[config.mk]
export PLATFORM = sky130hd
export DESIGN_NAME = vedic_seq_divider
export DESIGN_NICKNAME = d
export VERILOG_FILES = /design/src/rtl/vedic_div_pkg.sv /design/src/rtl/vedic_div_step.sv /design/src/rtl/vedic_seq_divider.sv
export SDC_FILE = /design/constraint.sdc
export NUM_CORES = 1
export LEC_CHECK = 0
export CAP_MARGIN = 40
export CORE_AREA = 3 3 56 58
export CTS_BUF_LIST = sky130_fd_sc_hd__clkbuf_4
export DETAILED_ROUTE_END_ITERATION = 8
export DIE_AREA = 0 0 59 61
export PLACE_DENSITY = 0.75
export REMOVE_ABC_BUFFERS = 1
export SYNTH_ARGS = -nofsm -noshare
export SYNTH_HDL_FRONTEND = slang
export SYNTH_SLANG_ARGS = --single-unit
[constraint.sdc]
create_clock -name clk -period 2.35 [get_ports clk]
set_clock_uncertainty 0.05 [all_clocks]
set_input_delay 0.705 -clock clk [delete_from_list [all_inputs] [get_ports clk]]
set_output_delay 0.705 -clock clk [all_outputs]
set_load 0.05 [all_outputs]
[src/rtl/vedic_div_pkg.sv]
// Shared definitions for the sequential restoring divider.
// State encoding and default geometry used by the top and its step cell.
package vedic_div_pkg;

    localparam int DIV_ST_W      = 2;
    localparam int DIV_DEF_WIDTH = 4;

    typedef enum logic [DIV_ST_W-1:0] {
        IDLE = 2'd0,
        RUN  = 2'd1,
        DONE = 2'd2
    } div_state_t;

endpackage

[src/rtl/vedic_div_step.sv]
// One combinational restoring-division step.
// Shifts the next dividend bit into the partial remainder and tries a subtract.
// The partial remainder entering a step is always below 2^(WIDTH-1), so only its
// low WIDTH-1 bits are carried in.
import vedic_div_pkg::*;

module vedic_div_step #(
    parameter int WIDTH = DIV_DEF_WIDTH
) (
    input  logic [WIDTH-2:0] acc,
    input  logic             dbit,
    input  logic [WIDTH-1:0] divisor,
    output logic [WIDTH-1:0] acc_nxt,
    output logic             qbit
);

    logic [WIDTH-1:0] shifted;
    logic [WIDTH:0]   trial;

    // trial subtract in WIDTH+1 bits; the top bit is the borrow
    always_comb begin
        shifted = {acc, dbit};
        trial   = {1'b0, shifted} - {1'b0, divisor};
        if (!trial[WIDTH]) begin
            acc_nxt = trial[WIDTH-1:0];
            qbit    = 1'b1;
        end else begin
            acc_nxt = shifted;
            qbit    = 1'b0;
        end
    end

endmodule

[src/rtl/vedic_seq_divider.sv]
// Iterative restoring divider, one quotient bit per clock, MSB first.
// start/done handshake; q/r/div_by_zero held until the next result lands.
// Optional result self-check: define VEDIC_DIV_CHECK_EN to recompute q*b+r with a
// crosswise (Urdhva-Tiryagbhyam) multiplier and flag chk_err on mismatch.
import vedic_div_pkg::*;

module vedic_seq_divider #(
    parameter int WIDTH = DIV_DEF_WIDTH
) (
    input  logic             clk,
    input  logic             rst_n,
    input  logic             start,
    input  logic [WIDTH-1:0] a,
    input  logic [WIDTH-1:0] b,
    output logic             busy,
    output logic             done,
    output logic [WIDTH-1:0] q,
    output logic [WIDTH-1:0] r,
    output logic             div_by_zero,
    output logic             chk_err
);

    localparam int CW = (WIDTH > 2) ? $clog2(WIDTH) : 1;

    div_state_t       state;
    logic [WIDTH-1:0] a_reg;
    logic [WIDTH-1:0] b_reg;
    logic [WIDTH-2:0] acc;
    logic [WIDTH-2:0] qs;
    logic [CW-1:0]    cnt;

    logic             dbit;
    logic [WIDTH-1:0] acc_nxt;
    logic             qbit;
    logic [WIDTH-1:0] q_fin;
    logic             chk_nxt;

    // dividend bit selected by the down-counter (MSB first)
    assign dbit  = |(a_reg & (WIDTH'(1) << cnt));
    assign q_fin = {qs, qbit};

    vedic_div_step #(.WIDTH(WIDTH)) u_step (
        .acc     (acc),
        .dbit    (dbit),
        .divisor (b_reg),
        .acc_nxt (acc_nxt),
        .qbit    (qbit)
    );

`ifdef VEDIC_DIV_CHECK_EN
    // crosswise multiply: each output column sums the partial products a[i]&b[k-i]
    function automatic logic [2*WIDTH-1:0] vedic_mul(input logic [WIDTH-1:0] x,
                                                     input logic [WIDTH-1:0] y);
        logic [2*WIDTH-1:0] p;
        int                 col;
        p = '0;
        for (int k = 0; k < 2*WIDTH-1; k++) begin
            col = 0;
            for (int i = 0; i < WIDTH; i++) begin
                if (k >= i && (k - i) < WIDTH) begin
                    if (|(x & (WIDTH'(1) << i)) && |(y & (WIDTH'(1) << (k - i))))
                        col++;
                end
            end
            p = p + ((2*WIDTH)'(col) << k);
        end
        return p;
    endfunction

    // recombine the final quotient/remainder and compare with the dividend
    always_comb begin
        chk_nxt = (vedic_mul(q_fin, b_reg) + (2*WIDTH)'(acc_nxt)) != (2*WIDTH)'(a_reg);
    end
`else
    // checker absent: the flag stays low
    always_comb begin
        chk_nxt = 1'b0;
    end
`endif

    // control FSM with datapath registers and registered handshake outputs
    always_ff @(posedge clk) begin
        if (!rst_n) begin
            state       <= IDLE;
            busy        <= 1'b0;
            done        <= 1'b0;
            q           <= '0;
            r           <= '0;
            div_by_zero <= 1'b0;
            chk_err     <= 1'b0;
            a_reg       <= '0;
            b_reg       <= '0;
            acc         <= '0;
            qs          <= '0;
            cnt         <= '0;
        end else begin
            case (state)
                IDLE, DONE: begin
                    done <= 1'b0;
                    busy <= 1'b0;
                    if (start) begin
                        a_reg <= a;
                        b_reg <= b;
                        acc   <= '0;
                        qs    <= '0;
                        cnt   <= CW'(WIDTH - 1);
                        if (b == '0) begin
                            // nothing to iterate: publish the div-by-zero result now
                            state       <= DONE;
                            done        <= 1'b1;
                            q           <= '1;
                            r           <= a;
                            div_by_zero <= 1'b1;
                            chk_err     <= 1'b0;
                        end else begin
                            state <= RUN;
                            busy  <= 1'b1;
                        end
                    end else begin
                        state <= IDLE;
                    end
                end
                RUN: begin
                    acc <= acc_nxt[WIDTH-2:0];
                    qs  <= q_fin[WIDTH-2:0];
                    cnt <= cnt - 1'b1;
                    if (cnt == '0) begin
                        state       <= DONE;
                        busy        <= 1'b0;
                        done        <= 1'b1;
                        q           <= q_fin;
                        r           <= acc_nxt;
                        div_by_zero <= 1'b0;
                        chk_err     <= chk_nxt;
                    end
                end
                default: begin
                    state <= IDLE;
                    busy  <= 1'b0;
                    done  <= 1'b0;
                end
            endcase
        end
    end

endmodule

# After elaboration in Yosys (flattened, before gate mapping)
# Cells that the tools add are included.
dict set report word_totals {
  register_bits 30
  inputBits 11
  output_inout_bits 12
  word_cells 63
}
dict set report op_classes {
  addsub 2
  n_eq_ne 5
  n_shift 1
  mux 33
  bitwise 1
  n_reduce_logical 9
}
# op count
set ops {}
lappend ops {{$mux W4} 7}
lappend ops {{$pmux W4 S2} 2}
lappend ops {{$pmux W3 S2} 2}
lappend ops {{$mux W1} 11}
lappend ops {{$mux W2} 4}
lappend ops {{$pmux W1 S2} 4}
lappend ops {{$pmux W2 S2} 2}
lappend ops {{$ne A2 B2 Y1 const B} 3}
lappend ops {{$sub A4 B4 Y5} 1}
lappend ops {{$and A4 B4 Y4} 1}
lappend ops {{$logic_not A2 Y1} 2}
lappend ops {{$logic_not A4 Y1} 1}
lappend ops {{$reduce_and A2 Y1} 2}
lappend ops {{$reduce_and A4 Y1} 1}
lappend ops {{$reduce_or A4 Y1} 1}
lappend ops {{$shl A1 B2 Y4 const A} 1}
lappend ops {{$mux W3} 1}
lappend ops {{$eq A2 B1 Y1 const B} 1}
lappend ops {{$eq A2 B2 Y1 const B} 1}
lappend ops {{$reduce_bool A2 Y1} 1}
lappend ops {{$reduce_or A2 Y1} 1}
lappend ops {{$sub A2 B1 Y2 const B} 1}

# Logic depth before layout (Yosys ltp)
# Gate-level depths: netlist of the first run.
dict set report logic_depth {
  depth_word 7
  depth_mapped 12
  depth_no_buf 12
}

# By module
# A second synthesis of the first run with hierarchy kept.
dict set report unflattened {
  hier_cells 150
  hier_area_um2 1353.8
}
# mod instances cells_per_inst area_each_um2 seq_area_each_um2
set by_module_without_submodules {}
lappend by_module_without_submodules {vedic_seq_divider 1 122 1142.3 560.5}
lappend by_module_without_submodules {vedic_div_step 1 28 211.5 0.0}

# Worst setup path after synthesis of the first run
# No wires, ideal clock.
dict set report synth_path {
  path_type {flip-flop to flip-flop}
  from {reg cnt[1]}
  to {reg r[0]}
  setup_time_ns 0.074
  arrival_ns 2.346
  required_ns 2.226
  slack_ns -0.120
  stages_incl_launch_ff 13
  n_path_buf 0
  period_less_slack_ns 2.470
  cell_sequence {dfxtp_1 -> inv_1 -> ha_1 -> a22o_1 -> a221oi_2 -> ha_1 -> inv_1 -> fa_1 -> a211oi_2 -> nor2_4 -> mux2i_1 -> nand2_1 -> a31oi_1}
}
dict set report synth_via {
  elab_chain_cells 7
  elab_cells_between_ends 10
  cone_classes {add/sub (1); eq/ne (1); shift (1); mux (3); bitwise (1); reduce/logical (3)}
}
# item line_no
set synth_lines {}
lappend synth_lines {{start, declared} vedic_seq_divider.sv:30} ;# logic [CW-1:0] cnt;
lappend synth_lines {{start signal, assigned} vedic_seq_divider.sv:106} ;# cnt <= CW'(WIDTH - 1);
lappend synth_lines {{start signal, assigned} vedic_seq_divider.sv:126} ;# cnt <= cnt - 1'b1;
lappend synth_lines {{$shl A1 B2 Y4} vedic_seq_divider.sv:39} ;# assign dbit = |(a_reg & (WIDTH'(1) << cnt));
lappend synth_lines {{$and A4 B4 Y4} vedic_seq_divider.sv:39}
lappend synth_lines {{$reduce_or A4 Y1} vedic_seq_divider.sv:39}
lappend synth_lines {{$sub A4 B4 Y5} vedic_div_step.sv:23} ;# trial = {1'b0, shifted} - {1'b0, divisor};
lappend synth_lines {{$mux W4} vedic_div_step.sv:24} ;# if (!trial[WIDTH]) begin
lappend synth_lines {{$mux W4} vedic_seq_divider.sv:127} ;# if (cnt == '0) begin
lappend synth_lines {{$pmux W4 S2} vedic_seq_divider.sv:97} ;# case (state)
lappend synth_lines {{end signal, assigned} vedic_seq_divider.sv:132} ;# r <= acc_nxt;
lappend synth_lines {{end, declared} vedic_seq_divider.sv:18} ;# output logic [WIDTH-1:0] r,
# Parallel ways exist; a longest one is shown, timed or not. The select of a mux whose other input is x is not followed.
# A chain may end at the register's enable or synchronous reset.

# Final worst setup path of the first run
dict set report layout_path {
  from {reg cnt[1]}
  to {reg qs[0]}
}
dict set report layout_via {
  elab_chain_cells 6
}
# item line_no
set layout_lines {}
lappend layout_lines {{$shl A1 B2 Y4} vedic_seq_divider.sv:39}
lappend layout_lines {{$and A4 B4 Y4} vedic_seq_divider.sv:39}
lappend layout_lines {{$reduce_or A4 Y1} vedic_seq_divider.sv:39}
lappend layout_lines {{$sub A4 B4 Y5} vedic_div_step.sv:23}
lappend layout_lines {{$mux W1} vedic_div_step.sv:24}
lappend layout_lines {{$pmux W3 S2} vedic_seq_divider.sv:97}
lappend layout_lines {{end signal, assigned} vedic_seq_divider.sv:125} ;# qs <= q_fin[WIDTH-2:0];
lappend layout_lines {{end, declared} vedic_seq_divider.sv:29} ;# logic [WIDTH-2:0] qs;
# No other way between the ends.

==> impl_metrics.csv, run 1 <==
group,metric,value,unit
run_status,status,"finished with violations",
run_status,violations,"setup timing",
critical_path,path_max_fanout,7,
min_path,hold_path_end,"qs[2]",
yosys,synthTopCellsByArea,"dfxtp_1, nand2_1, ha_1",
sta,tns,-1.580,ns
floorplan,die-width,59,microns
power,combPwrFrac,0.337,
clocking,cts_tree,"done",
sta,finalSetupViolCount,9,
power,power_density,643.5,mW/mm^2
clocking,root_buffer,"clkbuf_4",
yosys,netlist_instances,150,
final_layout,drive_above_1_share,0.2131,
grt,grt_first_pass_wirelength,4988,microns
sta,worst_pin_slew,0.5028,ns
power,switching_share,0.3470,
min_path,hold_start,"qs[2]",
drt,drtIter0Drc,62,
grt,overflow,0,
clocking,path_clk_slew,0.15,ns
critical_path,cp.required,2.56,ns
drt,post_drt_via_cell_ratio,5.248,
sta,rsz0062_at_grt,"true",
min_path,holdPathStages,2,
drt,drc,0,
yosys,ys_warn_count,0,
critical_path,crit_path_end_kind,"register",
final_layout,area_growth,32.33,%
final_layout,final_nets,204,
floorplan,io_pins,23,
grt,grt_use_total,0.1864,
power,power.switching,0.3808,mW
yosys,ys_ff_latch,27,
yosys,synth_edf_count,0,
floorplan,fp.dieH,61,microns
sta,fmax,383.9,MHz
clocking,cts_buffer_depth,2,
power,internal-power,0.7167,mW
floorplan,num_rows,19,
clocking,postCtsHoldBufs,0,
grt,grt_pass1_vias,1099,
sta,period_needed,2.605,ns
drt,wl_per_cell,14.18,microns
critical_path,r2r-start,"cnt[1]",
placement,dp_hpwl,2248,microns
power,leakage,0.6403,nW
yosys,syn_area,0.001289,sq mm
placement,port_buffers,21,
placement,globalplace.congestion,0.9613,
yosys,ys_seq_area_frac,0.4194,
sta,finalWorstSetupSlack,-0.2551,ns
clocking,numCtsBuffers,3,
drt,ant_nets,0,
sta,fin_crit_sh,1.109,
placement,place_ws,-0.3731,ns
grt,grt_max_degree,17,
placement,place_area,0.001564,sq mm
yosys,synth_area_per_cell,8.592,sq um
critical_path,reg2reg_slack,-0.26,ns
flow_run,max-cap-violations,0,
critical_path,reg2reg_to,"qs[0]",
power,clkPwrFrac,0.192,
sta,finalHoldViolCount,0,
yosys,synth_cell_types,34,
clocking,htree_levels,1,
placement,placedCellCount,205,
yosys,netlist.area_leader.share,0.4194,
min_path,hp-class,"register to register",
power,p_seq_frac,0.471,
yosys,synth_ff_type,"dfxtp_1",
floorplan,core,0.002710,sq mm
power,ir_drop,476.7,uV
drt,drtPass1Iterations,4,
critical_path,worst-setup-path-type,"register to register",
critical_path,r2r_cells,13,
final_layout,design_area,0.001705,sq mm
critical_path,worstSetupStartpointType,"register",
clocking,clock_latency,0.34,ns
sta,slew_violations,0,
floorplan,die_area,0.003599,sq mm
grt,antenna_found_initial,0,
yosys,async_reset_ff_frac,0,
floorplan,initial_utilization,0.4755,
power,p_total,1.097,mW
yosys,yosys.area.top_type,"dfxtp_1",
final_layout,antenna_cells,0,
final_layout,layoutNonFillerInstCount,214,
clocking,clock-sinks,27,
final_layout,fillers,230,
drt,routed_wl,3035,microns
sta,max_slew_margin,0.6638,
critical_path,cp_data_arrival_time,2.81,ns
drt,vias,1123,
==> power by group through the flow <==
| stage | sequential (mW) | combinational, mW | clock, mW |
|---|---|---|---|
| 2_1_floorplan | 0.573 | 0.147 | 0 |
| 3_3_place_gp | 0.522 | 0.296 | 0 |
| 3_5_place_dp | 0.524 | 0.307 | 0 |
| 4_1_cts | 0.517 | 0.347 | 0.213 |
| 5_1_grt | 0.522 | 0.398 | 0.232 |
| 6_report | 0.517 | 0.370 | 0.211 |
==> worst max-delay path: stages (launching register included) <==
cell      delay (ns)
dfxtp_2         0.38
inv_2           0.05
ha_4            0.14
a22o_1          0.22
a221oi_4        0.21
ha_2            0.23
inv_2           0.04
fa_2            0.36
a211oi_4        0.29
nor2_4          0.08
buf_4           0.15
buf_4           0.13
a22oi_2         0.13
nor2_1          0.06
==> worst max-delay path by stage <==
stage	startpoint	to	slack, ns	cells after the start
after detailed placement	cnt[1]	r[0]	-0.37	12
after global routing	cnt[1]	r[0]	-0.38	12
after global placement	cnt[1]	r[0]	-0.18	12
after CTS	cnt[1]	r[0]	-0.26	12
after floorplan	cnt[1]	r[0]	-0.14	12
final	cnt[1]	qs[0]	-0.26	13
==> cell usage in the layout (no fill, tap or decap), drive strengths merged <==
cell type / count
and2b: 1
a21oi: 19
xor2: 1
a31oi: 5
xnor2: 1
o22a: 1
a22oi: 1
and2: 1
nor4: 1
a211oi: 3
fa: 1
mux2i: 1
inv: 6
ha: 8
a22o: 1
nand2: 31
nand3: 1
clkdlybuf4s50: 20
nor2b: 1
o21ai: 8
clkinvlp: 1
nor2: 15
clkbuf: 3
dfxtp: 27
a221oi: 2
nand2b: 6
o211ai: 1
conb: 1
buf: 14
clkinv: 1
==> repair_timing <==
| action | in CTS | in global routing |
|---|---|---|
| pin swaps | 10 | 10 |
| buffers inserted | 4 | 1 |
| endpoints found under the setup margin | 9 | 9 |
| resized for setup | 16 | 2 |
==> routing by layer <==
layer	wire length, microns	GRT usage	part of all wire
met1	1323	0.2182	0.44
met2	1555	0.3438	0.51
met3	105	0.02128	0.035
met4	50	0.07767	0.016
met5	0	0	0
==> logic make-up after synthesis <==
family	Yosys count	share of synthesized area
simple gates	57	0.2204
compound gates	41	0.1981
flops	27	0.4194
buf+inv	12	0.04465
fa+ha+maj	9	0.09321
xor+xnor	2	0.01359
other cells	1	0.002910
mux	1	0.007767
==> per-stage QoR <==
stage               utilization  hold slack [ns]
detailed placement       0.5771           0.3929
finish                   0.6293           0.4096
floorplan                     -           0.3802
global route             0.6293           0.4310
CTS                      0.6196           0.4126
global placement         0.5771           0.3877
==> cell type report <==
class                      count  area [sq um]  share of cell area
inverter                       7         26.28             0.01541
multi-input combinational    111         759.5              0.4453
clock buffer                   3         22.52             0.01321
timing repair buffer          34         305.3              0.1790
clock inverter                 1         7.507            0.004402
tap                           31         38.79             0.02274
sequential                    27         545.5              0.3199
==> cells in the mapped netlist, types with 2 or more instances <==
cell	number
nor2_4	2
a21oi_1	19
ha_1	8
a211oi_2	2
a31oi_1	5
buf_4	3
dfxtp_1	27
nor2_1	13
nand2b_1	6
nand2_2	2
inv_1	6
nand2_1	28
o21ai_0	8
(Power assumes the default switching activity.)
==> run 2, diff against run 1 <==
--- a/config.mk
+++ b/config.mk
@@ -6,10 +6,11 @@
 export NUM_CORES = 1
 export LEC_CHECK = 0
 export CAP_MARGIN = 40
-export CORE_AREA = 3 3 56 58
+export CORE_AREA = 2 2 55 57
 export CTS_BUF_LIST = sky130_fd_sc_hd__clkbuf_4
 export DETAILED_ROUTE_END_ITERATION = 8
-export DIE_AREA = 0 0 59 61
+export DIE_AREA = 0 0 57 59
+export GPL_TIMING_DRIVEN = 0
 export PLACE_DENSITY = 0.75
 export REMOVE_ABC_BUFFERS = 1
 export SYNTH_ARGS = -nofsm -noshare
==> impl_metrics.csv, run 2 (synthesized netlist as in run 1, its figures left out) <==
group,metric,value,unit
run_status,status,"finished with violations",
run_status,violations,"setup timing",
critical_path,r2r_cells,12,
clocking,clock-sinks,27,
drt,drtIter0Drc,9,
drt,ant_nets,0,
placement,placedCellCount,197,
clocking,numCtsBuffers,3,
sta,finalSetupViolCount,9,
critical_path,path_max_fanout,7,
final_layout,layoutNonFillerInstCount,204,
floorplan,fp.dieH,59,microns
grt,antenna_found_initial,0,
sta,fmax,389.1,MHz
power,p_seq_frac,0.489,
sta,finalWorstSetupSlack,-0.2203,ns
critical_path,cp.required,2.58,ns
sta,rsz0062_at_grt,"true",
sta,slew_violations,0,
grt,overflow,0,
power,power.switching,0.3586,mW
sta,finalHoldViolCount,0,
placement,place_ws,-0.3629,ns
drt,drc,0,
drt,wl_per_cell,13.04,microns
power,power_density,659.8,mW/mm^2
sta,worst_pin_slew,0.8847,ns
floorplan,initial_utilization,0.4755,
floorplan,die_area,0.003363,sq mm
drt,vias,1092,
power,switching_share,0.3402,
grt,grt_first_pass_wirelength,4353,microns
flow_run,max-cap-violations,0,
final_layout,final_cell_mix,"nand2_1, dfxtp_1, clkdlybuf4s50_1, a21oi_1, nor2_1",
clocking,root_buffer,"clkbuf_4",
clocking,cts_tree,"done",
final_layout,drive_above_1_share,0.1445,
grt,grt_max_degree,19,
critical_path,cp_data_arrival_time,2.80,ns
power,combPwrFrac,0.300,
clocking,htree_levels,1,
sta,fin_crit_sh,1.094,
critical_path,reg2reg_slack,-0.22,ns
drt,drtPass1Iterations,6,
sta,max_slew_margin,0.4090,
final_layout,final_common_cell,"nand2_1",
grt,grt_pass1_vias,992,
floorplan,num_rows,19,
final_layout,final_nets,194,
min_path,hp-class,"register to register",
placement,port_buffers,21,
placement,globalplace.congestion,0.7867,
power,clkPwrFrac,0.212,
clocking,clock_latency,0.34,ns
drt,post_drt_via_cell_ratio,5.353,
critical_path,worstSetupStartpointType,"register",
min_path,holdPathStages,2,
power,p_total,1.054,mW
critical_path,crit_path_end_kind,"register",
clocking,path_clk_slew,0.15,ns
sta,tns,-1.594,ns
grt,grt_use_total,0.1674,
final_layout,antenna_cells,0,
floorplan,core,0.002710,sq mm
floorplan,die-width,57,microns
placement,dp_hpwl,1980,microns
sta,holdWs,0.4152,ns
power,ir_drop,437.9,uV
drt,routed_wl,2661,microns
sta,period_needed,2.570,ns
critical_path,worst-setup-path-type,"register to register",
power,internal-power,0.6956,mW
floorplan,io_pins,23,
clocking,cts_buffer_depth,2,
final_layout,area_growth,23.98,%
power,leakage,0.5922,nW
run 2: critical path: stages, from the launching register on:
cell and delay, ns:
dfxtp_2 0.38, inv_2 0.06, ha_4 0.15, a22o_1 0.21, a221oi_2 0.23, ha_2 0.24
inv_2 0.04, fa_2 0.36, a211oi_4 0.28, nor2_4 0.09, mux2i_1 0.15, nand2_1 0.08
a31oi_1 0.20
run 2: path summary, 6_finish.rpt:
kind / start / end
max reg2reg: cnt[1] / r[0]
max: cnt[1] / r[0]
min: qs[2] / qs[2]
min reg2reg: qs[2] / qs[2]
run 2: per-layer routing:
metal | global-route usage | vias up | part of all wire
met5 | 0 | - | 0
met4 | 0.05980 | 0 | 0.016
met3 | 0.02402 | 5 | 0.058
met2 | 0.2923 | 30 | 0.48
met1 | 0.2124 | 501 | 0.45
li1 | - | 556 | -
run 2: power by group through the flow:
stage	registers (mW)	clock network, mW	logic (mW)
6_report	0.515	0.223	0.316
5_1_grt	0.520	0.239	0.341
4_1_cts	0.515	0.215	0.298
3_5_place_dp	0.523	0	0.287
3_3_place_gp	0.521	0	0.280
2_1_floorplan	0.573	0	0.147
run 2: what timing repair did:
action / 4_1_cts / 5_1_grt
endpoints found under the setup margin: 10 / 9
hold buffers: 0 / 0
setup buffers: 1 / 2
pin swaps: 8 / 9
resized for setup: 11 / 3
run 2: cell type report:
type	instances	area, sq um
clock buffer	4	30.03
fill	267	1112
inverter	7	26.28
multi-input combinational	111	725.7
sequential	27	545.5
tap	31	38.79
timing repair buffer	24	231.5
run 2: through the flow:
step | util | cell area, sq um
CTS | 0.5785 | 1568
global route | 0.5896 | 1598
global placement | 0.5559 | 1506
floorplan | - | 1257
detailed placement | 0.5559 | 1506
finish | 0.5896 | 1598
==> run 3, diff against run 2 <==
--- a/config.mk
+++ b/config.mk
@@ -6,12 +6,12 @@
 export NUM_CORES = 1
 export LEC_CHECK = 0
 export CAP_MARGIN = 40
-export CORE_AREA = 2 2 55 57
-export CTS_BUF_LIST = sky130_fd_sc_hd__clkbuf_4
+export CORE_AREA = 2 2 57 59
+export CTS_BUF_LIST = sky130_fd_sc_hd__clkbuf_2 sky130_fd_sc_hd__clkbuf_4 sky130_fd_sc_hd__clkbuf_8
 export DETAILED_ROUTE_END_ITERATION = 8
-export DIE_AREA = 0 0 57 59
+export DIE_AREA = 0 0 59 61
 export GPL_TIMING_DRIVEN = 0
-export PLACE_DENSITY = 0.75
+export PLACE_DENSITY = 0.71
 export REMOVE_ABC_BUFFERS = 1
 export SYNTH_ARGS = -nofsm -noshare
 export SYNTH_HDL_FRONTEND = slang
==> impl_metrics.csv, run 3 (synthesized netlist as in run 1, its figures left out) <==
group,metric,value,unit
critical_path,cp.required,2.53,ns
sta,tns,-1.704,ns
floorplan,io_pins,23,
placement,place_area,0.001516,sq mm
floorplan,die_area,0.003599,sq mm
critical_path,r2r_cells,13,
placement,place_ws,-0.3662,ns
clocking,clock-sinks,27,
sta,period_needed,2.605,ns
sta,finalHoldViolCount,0,
drt,drtIter0Drc,39,
power,clkPwrFrac,0.196,
grt,antenna_found_initial,0,
floorplan,fp.dieH,61,microns
drt,drc,0,
sta,max_slew_margin,0.6548,
run_status,violations,"setup timing",
clocking,path_clk_slew,0.15,ns
sta,finalWorstSetupSlack,-0.2553,ns
min_path,holdPathStages,2,
placement,port_buffers,21,
min_path,hp-class,"register to register",
power,ir_drop,299.1,uV
final_layout,antenna_cells,0,
sta,fin_crit_sh,1.109,
final_layout,design_area,0.001658,sq mm
sta,finalSetupViolCount,9,
clocking,clock_latency,0.33,ns
grt,grt_max_degree,19,
power,internal-power,0.7003,mW
power,leakage,0.6237,nW
clocking,htree_levels,1,
drt,routed_wl,2729,microns
placement,dp_hpwl,1979,microns
sta,slew_violations,0,
placement,globalplace.congestion,0.7591,
clocking,numCtsBuffers,3,
power,switching_share,0.3440,
floorplan,die-width,59,microns
clocking,cts_tree,"done",
critical_path,worstSetupStartpointType,"register",
final_layout,fillers,277,
power,p_seq_frac,0.484,
sta,rsz0062_at_grt,"true",
final_layout,drive_above_1_share,0.1854,
flow_run,max-cap-violations,0,
critical_path,cp_data_arrival_time,2.79,ns
grt,grt_pass1_vias,1036,
grt,grt_use_total,0.1726,
final_layout,final_cell_mix,"nand2_1, dfxtp_1, clkdlybuf4s50_1, a21oi_1, nor2_1",
drt,wl_per_cell,12.93,microns
sta,fmax,383.8,MHz
grt,grt_first_pass_wirelength,4602,microns
clocking,postCtsHoldBufs,0,
grt,overflow,0,
clocking,cts_buffer_depth,2,
drt,drtPass1Iterations,4,
final_layout,final_nets,199,
power,power_density,643.9,mW/mm^2
final_layout,final_common_cell,"nand2_1",
floorplan,core,0.002953,sq mm
floorplan,initial_utilization,0.4364,
drt,post_drt_via_cell_ratio,5.128,
critical_path,crit_path_end_kind,"register",
sta,worst_pin_slew,0.5147,ns
power,combPwrFrac,0.320,
clocking,root_buffer,"clkbuf_4",
drt,ant_nets,0,
floorplan,num_rows,20,
critical_path,path_max_fanout,8,
run_status,status,"finished with violations",
final_layout,area_growth,28.64,%
power,p_total,1.068,mW
drt,vias,1082,
power,power.switching,0.3672,mW
critical_path,worst-setup-path-type,"register to register",
## run 3: changes by cell type in the layout (fill, tap and decap cells not counted), sizes merged
cell	previous run	this run
clkinv	1	2
clkbuf	4	3
buf	3	8
## run 3: final timing paths
path | from | slack (ns) | to
worst max-delay path | cnt[1] | -0.26 | qs[0]
worst min-delay path | b_reg[2] | 0.42 | b_reg[2]
worst max register to register | cnt[1] | -0.26 | qs[0]
worst min register to register | b_reg[2] | 0.42 | b_reg[2]
## run 3: cell type report
| class | count | area, sq um | share of cell area |
|---|---|---|---|
| inverters | 7 | 28.78 | 0.01736 |
| multi-input cells | 111 | 738.2 | 0.4453 |
| flip-flops and latches | 27 | 545.5 | 0.3291 |
| well taps | 33 | 41.29 | 0.02491 |
| repair buffers | 29 | 276.5 | 0.1668 |
| clock buffers | 3 | 22.52 | 0.01358 |
| clock inverters | 1 | 5.005 | 0.003019 |
## run 3: stage by stage
stage / instances / hold slack (ns) / util
after floorplan: 145 / 0.3802 / -
after global placement: 199 / 0.3907 / 0.5110
after detailed placement: 200 / 0.4004 / 0.5136
after CTS: 207 / 0.4198 / 0.5403
after global routing: 211 / 0.4384 / 0.5614
final: 211 / 0.4156 / 0.5614
## run 3: critical path, stage by stage (launching register included)
cell	delay (ns)
dfxtp_4	0.40
inv_4	0.05
ha_4	0.14
a22o_1	0.21
a221oi_2	0.22
ha_2	0.24
inv_2	0.04
fa_2	0.36
a211oi_4	0.29
nor2_4	0.10
buf_4	0.15
buf_6	0.10
a22oi_2	0.10
nor2_1	0.05
## run 3: what timing repair did
action,in CTS,in global routing
setup endpoints to repair,10,9
hold endpoints to repair,0,0
buffers inserted,3,4
pin swaps,8,12
gates resized for setup,12,8
## run 3: power groups by stage
stage	combinational (mW)	sequential (mW)	clock (mW)
floorplan	0.147	0.573	0
global placement	0.281	0.521	0
detailed placement	0.289	0.524	0
CTS	0.310	0.516	0.215
global route	0.372	0.521	0.228
finish	0.341	0.516	0.210
## run 3: routing by layer
layer / routed length [microns] / share of wire / vias up / track usage
met3: 100 / 0.037 / 5 / 0.02559
li1: - / - / 561 / -
met4: 53 / 0.019 / 0 / 0.07792
met2: 1303 / 0.48 / 23 / 0.2952
met1: 1271 / 0.47 / 493 / 0.2157
met5: 0 / 0 / - / 0
